<file path="config.mk">
export PLATFORM = sky130hd
export DESIGN_NAME = instr_ctrl
export DESIGN_NICKNAME = d
export VERILOG_FILES = /design/src/rtl/cpu_pkg.sv /design/src/rtl/instr_decode.sv /design/src/rtl/instr_ctrl.sv
export SDC_FILE = /design/constraint.sdc
export NUM_CORES = 1
export LEC_CHECK = 0
export ABC_AREA = 1
export CORE_UTILIZATION = 30
export DETAILED_ROUTE_END_ITERATION = 12
export SYNTH_ARGS = -nofsm -noshare
export SYNTH_HDL_FRONTEND = slang
export SYNTH_SLANG_ARGS = --single-unit
</file>
<file path="constraint.sdc">
create_clock -name clk -period 2.42 [get_ports clk]
set_clock_uncertainty 0.05 [all_clocks]
set_input_delay 0.726 -clock clk [delete_from_list [all_inputs] [get_ports clk]]
set_output_delay 0.726 -clock clk [all_outputs]
set_load 0.03 [all_outputs]
</file>
<file path="src/rtl/cpu_pkg.sv">
// cpu_pkg: shared definitions for the 8-bit CPU.
//   - opcode constants (ir[7:4])
//   - ALU function codes (shared with the ALU)
//   - register-group write-data mux select codes
//   - controller state encoding, instruction class, decode result struct
package cpu_pkg;

    // Opcodes (ir[7:4]); 4'hD and 4'hE are undefined and execute as NOP
    localparam logic [3:0] OP_NOP  = 4'h0;
    localparam logic [3:0] OP_MOV  = 4'h1;
    localparam logic [3:0] OP_ADD  = 4'h2;
    localparam logic [3:0] OP_SUB  = 4'h3;
    localparam logic [3:0] OP_AND  = 4'h4;
    localparam logic [3:0] OP_OR   = 4'h5;
    localparam logic [3:0] OP_NOT  = 4'h6;
    localparam logic [3:0] OP_LDI  = 4'h7;
    localparam logic [3:0] OP_LD   = 4'h8;
    localparam logic [3:0] OP_ST   = 4'h9;
    localparam logic [3:0] OP_JMP  = 4'hA;
    localparam logic [3:0] OP_JZ   = 4'hB;
    localparam logic [3:0] OP_JC   = 4'hC;
    localparam logic [3:0] OP_HALT = 4'hF;

    // ALU function select
    localparam logic [2:0] ALU_PASS = 3'd0;
    localparam logic [2:0] ALU_ADD  = 3'd1;
    localparam logic [2:0] ALU_SUB  = 3'd2;
    localparam logic [2:0] ALU_AND  = 3'd3;
    localparam logic [2:0] ALU_OR   = 3'd4;
    localparam logic [2:0] ALU_NOT  = 3'd5;

    // Register-group write-data mux select
    localparam logic [1:0] ISEL_ALU = 2'd0;
    localparam logic [1:0] ISEL_IMM = 2'd1;
    localparam logic [1:0] ISEL_MEM = 2'd2;

    // Jump condition
    localparam logic [1:0] JC_ALWAYS = 2'd0;
    localparam logic [1:0] JC_Z      = 2'd1;
    localparam logic [1:0] JC_C      = 2'd2;

    typedef enum logic [2:0] {
        S_FETCH  = 3'd0,
        S_DECODE = 3'd1,
        S_EXEC   = 3'd2,
        S_IMM    = 3'd3,
        S_MEM    = 3'd4,
        S_WB     = 3'd5,
        S_HALTED = 3'd6
    } state_t;

    typedef enum logic [2:0] {
        CL_ALU  = 3'd0,
        CL_LDI  = 3'd1,
        CL_LD   = 3'd2,
        CL_ST   = 3'd3,
        CL_JMP  = 3'd4,
        CL_NOP  = 3'd5,
        CL_HALT = 3'd6
    } iclass_t;

    typedef struct packed {
        iclass_t    cls;
        logic [2:0] alu_op;
        logic [1:0] i_sel;
        logic       flag_en;  // latch Z/C in EXEC
        logic [1:0] jcond;
    } dec_t;

endpackage

</file>
<file path="src/rtl/instr_decode.sv">
// instr_decode: combinational opcode decoder.
//   opcode  in   4  ir[7:4]
//   dec     out  dec_t  {class, alu_op, i_sel, flag_en, jump condition}
module instr_decode
    import cpu_pkg::*;
(
    input  logic [3:0] opcode,
    output dec_t       dec
);

    always_comb begin
        dec.cls     = CL_NOP;
        dec.alu_op  = ALU_PASS;
        dec.i_sel   = ISEL_ALU;
        dec.flag_en = 1'b0;
        dec.jcond   = JC_ALWAYS;
        case (opcode)
            OP_MOV:  dec.cls = CL_ALU;
            OP_ADD:  begin dec.cls = CL_ALU; dec.alu_op = ALU_ADD; dec.flag_en = 1'b1; end
            OP_SUB:  begin dec.cls = CL_ALU; dec.alu_op = ALU_SUB; dec.flag_en = 1'b1; end
            OP_AND:  begin dec.cls = CL_ALU; dec.alu_op = ALU_AND; dec.flag_en = 1'b1; end
            OP_OR:   begin dec.cls = CL_ALU; dec.alu_op = ALU_OR;  dec.flag_en = 1'b1; end
            OP_NOT:  begin dec.cls = CL_ALU; dec.alu_op = ALU_NOT; dec.flag_en = 1'b1; end
            OP_LDI:  begin dec.cls = CL_LDI; dec.i_sel = ISEL_IMM; end
            OP_LD:   begin dec.cls = CL_LD;  dec.i_sel = ISEL_MEM; end
            OP_ST:   dec.cls = CL_ST;
            OP_JMP:  dec.cls = CL_JMP;
            OP_JZ:   begin dec.cls = CL_JMP; dec.jcond = JC_Z; end
            OP_JC:   begin dec.cls = CL_JMP; dec.jcond = JC_C; end
            OP_HALT: dec.cls = CL_HALT;
            default: dec.cls = CL_NOP;
        endcase
    end

endmodule

</file>
<file path="src/rtl/instr_ctrl.sv">
// instr_ctrl: multi-cycle fetch/decode/execute controller for the 8-bit CPU.
//   clk, rst_n          clock, async active-low reset
//   mem_din             memory read data (instruction / immediate / LD data)
//   s_in                register-group s output, used as LD/ST address
//   zf_in, cf_in        ALU flags for the current operands
//   mem_addr/rd/wr      memory address and strobes
//   raa, rwba, we       register-group addresses and active-low write enable
//   alu_op, i_sel       ALU function and write-data mux select
//   imm, pc, halted     latched operand, program counter, halt indicator
module instr_ctrl
    import cpu_pkg::*;
#(
    parameter logic [7:0] RESET_PC = 8'h00
) (
    input  logic       clk,
    input  logic       rst_n,
    input  logic [7:0] mem_din,
    input  logic [7:0] s_in,
    input  logic       zf_in,
    input  logic       cf_in,
    output logic [7:0] mem_addr,
    output logic       mem_rd,
    output logic       mem_wr,
    output logic [1:0] raa,
    output logic [1:0] rwba,
    output logic       we,
    output logic [2:0] alu_op,
    output logic [1:0] i_sel,
    output logic [7:0] imm,
    output logic [7:0] pc,
    output logic       halted
);

    state_t     state, state_nx;
    logic [7:0] ir;
    logic       zf, cf;
    dec_t       dec;
    logic       jump_taken;
    logic       rd_s, wr_s, we_s;

    instr_decode u_dec (
        .opcode (ir[7:4]),
        .dec    (dec)
    );

    assign jump_taken = (dec.jcond == JC_ALWAYS) ||
                        (dec.jcond == JC_Z && zf) ||
                        (dec.jcond == JC_C && cf);

    // Next state and per-state strobes
    always_comb begin
        state_nx = state;
        rd_s     = 1'b0;
        wr_s     = 1'b0;
        we_s     = 1'b1;
        case (state)
            S_FETCH: begin
                rd_s     = 1'b1;
                state_nx = S_DECODE;
            end
            S_DECODE: begin
                case (dec.cls)
                    CL_ALU:         state_nx = S_EXEC;
                    CL_LDI, CL_JMP: state_nx = S_IMM;
                    CL_LD, CL_ST:   state_nx = S_MEM;
                    CL_HALT:        state_nx = S_HALTED;
                    default:        state_nx = S_FETCH;
                endcase
            end
            S_EXEC: state_nx = S_WB;
            S_IMM: begin
                rd_s     = 1'b1;
                state_nx = (dec.cls == CL_LDI) ? S_WB : S_FETCH;
            end
            S_MEM: begin
                rd_s     = (dec.cls == CL_LD);
                wr_s     = (dec.cls == CL_ST);
                state_nx = (dec.cls == CL_LD) ? S_WB : S_FETCH;
            end
            S_WB: begin
                we_s     = 1'b0;
                state_nx = S_FETCH;
            end
            S_HALTED: state_nx = S_HALTED;
            default:  state_nx = S_FETCH;
        endcase
    end

    // Reset forces strobes inactive combinationally, even though the
    // state register already sits in FETCH while rst_n is low.
    assign mem_rd   = rd_s & rst_n;
    assign mem_wr   = wr_s & rst_n;
    assign we       = we_s | ~rst_n;
    assign mem_addr = (state == S_MEM) ? s_in : pc;
    assign raa      = ir[3:2];
    assign rwba     = ir[1:0];
    assign alu_op   = dec.alu_op;
    assign i_sel    = dec.i_sel;
    assign halted   = (state == S_HALTED);

    always_ff @(posedge clk or negedge rst_n) begin
        if (!rst_n) begin
            state <= S_FETCH;
            pc    <= RESET_PC;
            ir    <= 8'h00;
            imm   <= 8'h00;
            zf    <= 1'b0;
            cf    <= 1'b0;
        end else begin
            state <= state_nx;
            case (state)
                S_FETCH: begin
                    ir <= mem_din;
                    pc <= pc + 8'd1;
                end
                S_IMM: begin
                    imm <= mem_din;
                    pc  <= (dec.cls == CL_JMP && jump_taken) ? mem_din : pc + 8'd1;
                end
                S_EXEC: begin
                    if (dec.flag_en) begin
                        zf <= zf_in;
                        cf <= cf_in;
                    end
                end
                default: ;
            endcase
        end
    end

endmodule

</file>
==> flow_metrics.env <==
export IMPL_ir_drop_v=0.000512
export IMPL_routed_wl_um=4340
export IMPL_met3_usage_pct=2.59
export IMPL_met1_usage_pct=21.3
export IMPL_yosys_area_top_type="dfrtp_1"
export IMPL_max_cap_violations=0
export IMPL_hold_viol_final=0
export IMPL_clockBufferDepth=2
export IMPL_antenna_found_initial=0
export IMPL_h_tree_depth=2
export IMPL_syn_inst=227
export IMPL_path_buf_inv=2
export IMPL_dieHeight_um=77.9
export IMPL_synth_top_cell_area_share_pct=42.0
export IMPL_cp_end_kind="output port"
export IMPL_synth_edf_count=0
export IMPL_synthSimpleGateAreaFrac_pct=33.1
export IMPL_fin_util_pct=45.4
export IMPL_p_leak_nw=1.26
export IMPL_power_frac_comb_pct=60.5
export IMPL_slowest_delay_ns=0.40
export IMPL_r2r_start="ir[7]"
export IMPL_grt_setup_unrepaired="false"
export IMPL_n_antenna_cell=0
export IMPL_dr_pass1_iters=4
export IMPL_die_area_mm2=0.00607
export IMPL_synth_xor_area_share_pct=2.53
export IMPL_coreArea_mm2=0.00554
export IMPL_post_route_min_period_ns=2.36
export IMPL_hold_class="flop to flop"
export IMPL_cts_hold_buffers=0
export IMPL_seq_area_frac_synth_pct=42.0
export IMPL_overflow=0
export IMPL_critPathKind="primary input to output port"
export IMPL_worst_pin_slew_ns=0.318
export IMPL_clkSlewWorstSetupHoldPaths_ns=0.06
export IMPL_layout_common_cells="nand2_1, clkdlybuf4s50_1, dfrtp_1"
export IMPL_slew_viol_final=0
export IMPL_synth_cell_type_count=29
export IMPL_cts_root_buf="clkbuf_8"
export IMPL_layout_commonest_cell="nand2_1"
export IMPL_internal_power_w=0.00184
export IMPL_cts_tree="done"
export IMPL_clk_latency_ns=0.28
export IMPL_finalSetupTns_ns=0
export IMPL_p_switching_w=0.00173
export IMPL_instances_no_fill=367
export IMPL_grt_max_degree=23
export IMPL_endpoint="mem_addr[5]"
export IMPL_ios=57
export IMPL_cp_startpoint="s_in[5]"
export IMPL_worstHoldStart="imm[3]"
export IMPL_ys_flop_type="dfrtp_1"
export IMPL_synthAdderAreaFrac_pct=0.724
export IMPL_drt_iter0_drc=66
export IMPL_power_density_mw_per_mm2=1420
export IMPL_synth_seq_cells=29
export IMPL_dp_hpwl_um=3380
export IMPL_crit_cells=3
export IMPL_syn_nets=248
export IMPL_vias=1685
export IMPL_cts_num_sinks=29
export IMPL_p_clk_share_pct=13.3
export IMPL_arrival_ns=1.58
export IMPL_yosys_warnings=0
export IMPL_grt_pass1_wl_um=7280
export IMPL_r2r_end="pc[7]"
export IMPL_crit_chain="clkdlybuf4s50_1, mux2_1, buf_2"
export IMPL_rrSetupSlack_ns=0.74
export IMPL_place_gp_congestion=0.815
export IMPL_areaGrowthSynthToFinish_pct=45.5
export IMPL_start_util_pct=31.2
export IMPL_crit_required_ns=1.64
export IMPL_cts_buffers=5
export IMPL_synth_mux_area_share_pct=3.26
export IMPL_grt_use_met2_pct=24.1
export IMPL_nets=316
export IMPL_routedWlPerCell_um=11.8
export IMPL_grt_pass1_vias=1591
export IMPL_antenna_left=0
export IMPL_fmax_mhz=424
export IMPL_drc=0
export IMPL_rows=27
export IMPL_synth_top_family_by_area="simple AND/OR/NAND/NOR gates"
export IMPL_r2r_cells=9
export IMPL_async_flop_share_pct=100
export IMPL_die_w_um=77.9
export IMPL_placed_cells=360
export IMPL_power_frac_seq_pct=26.2
export IMPL_portBuffers=56
export IMPL_sw_frac_of_total_pct=48.5
export IMPL_timing_critical_path_max_delay_family="buffers and inverters"
export IMPL_synth_compound_area_share_pct=8.40
export IMPL_syn_area_mm2=0.00173
export IMPL_worstSetupStartpointType="primary input"
export IMPL_crit_path_top_delay_cell="clkdlybuf4s50_1"
export IMPL_syn_area_per_cell_um2=7.61
export IMPL_grt_busiest_layer="met2"
export IMPL_outcome="finished clean"
export IMPL_finalCritPeriodShare_pct=97.4
export IMPL_drive_above_1_share_pct=19.3
export IMPL_setup_violations=0
export IMPL_via_per_inst=4.59
export IMPL_critPathMaxFanout=1
export IMPL_track_usage_pct=15.4
export IMPL_relSlewSlack_pct=78.7
export IMPL_synth_top_cells_by_area="dfrtp_1, nand2_1, o21ai_0"
export IMPL_power_w=0.00357
kinds of logic after synthesis:
kind of cell,count (synthesis)
AO/OA/AOI/OAI,28
XOR/XNOR,5
adder cells (fa/ha/maj),1
buffers and inverters,39
flip-flops,29
multiplexers,5
AND/OR/NAND/NOR,120
synthesized netlist by cell type (all sizes together) (4+ instances only):
| cell | number |
|---|---|
| a21oi | 7 |
| buf | 6 |
| dfrtp | 29 |
| inv | 31 |
| mux2 | 5 |
| nand2 | 67 |
| nand3 | 19 |
| nand4 | 7 |
| nor2 | 23 |
| nor3 | 4 |
| o21ai | 19 |
| xor2 | 4 |
flip-flops by register name, summed over array words and instances, names as in the netlist:
signal  cells
cf          1
ir          8
zf          1
state       3
pc          8
imm         8
tightest hold or removal path: stages, from the launching register on:
cell     delay (ns)
dfrtp_1        0.34
nand2_1        0.05
o21ai_0        0.06
worst min path at each step:
stage	depth (start not counted)	to
6_report	2	imm[3]
5_1_grt	2	imm[3]
3_5_place_dp	2	imm[0]
3_3_place_gp	2	imm[4]
2_1_floorplan	0	cf
4_1_cts	2	imm[3]
area by class of cell:
class | instances | area, um^2
Fill cell | 581 | 3030
Multi-Input combinational cell | 159 | 856
Sequential cell | 29 | 726
Timing Repair Buffer | 69 | 618
Inverter | 31 | 121
Tap cell | 72 | 90.1
Clock buffer | 5 | 68.8
Clock inverter | 2 | 35.0
per-layer routing:
layer | part of all wire [%] | vias to the layer above
met5 | 0 | -
met2 | 46 | 37
met4 | 1.3 | 0
li1 | - | 861
met1 | 48 | 782
met3 | 3.9 | 5
power groups by stage:
stage          Combinational, W  Clock [W]  Sequential [W]
2_1_floorplan           0.00119          0         0.00113
3_3_place_gp            0.00214          0        0.000939
3_5_place_dp            0.00216          0        0.000936
4_1_cts                 0.00215   0.000485        0.000931
5_1_grt                 0.00235   0.000503        0.000972
6_report                0.00216   0.000475        0.000935
through the flow:
step	instance area [um^2]	hold slack [ns]	setup WS (ns)
after floorplan	1730	0.380	0.104
after global placement	2390	0.424	-0.336
after CTS	2500	0.450	-0.0496
final	2510	0.440	0.0641
after global routing	2510	0.468	0.00546
after detailed placement	2390	0.433	-0.354
repair_timing:
action | CTS | global route
setup endpoints to repair | 9 | 7
gates resized for setup | 10 | 8
setup buffers | 0 | 0
gates cloned | 0 | 0
Note: power is estimated with default switching activity, not from simulation.
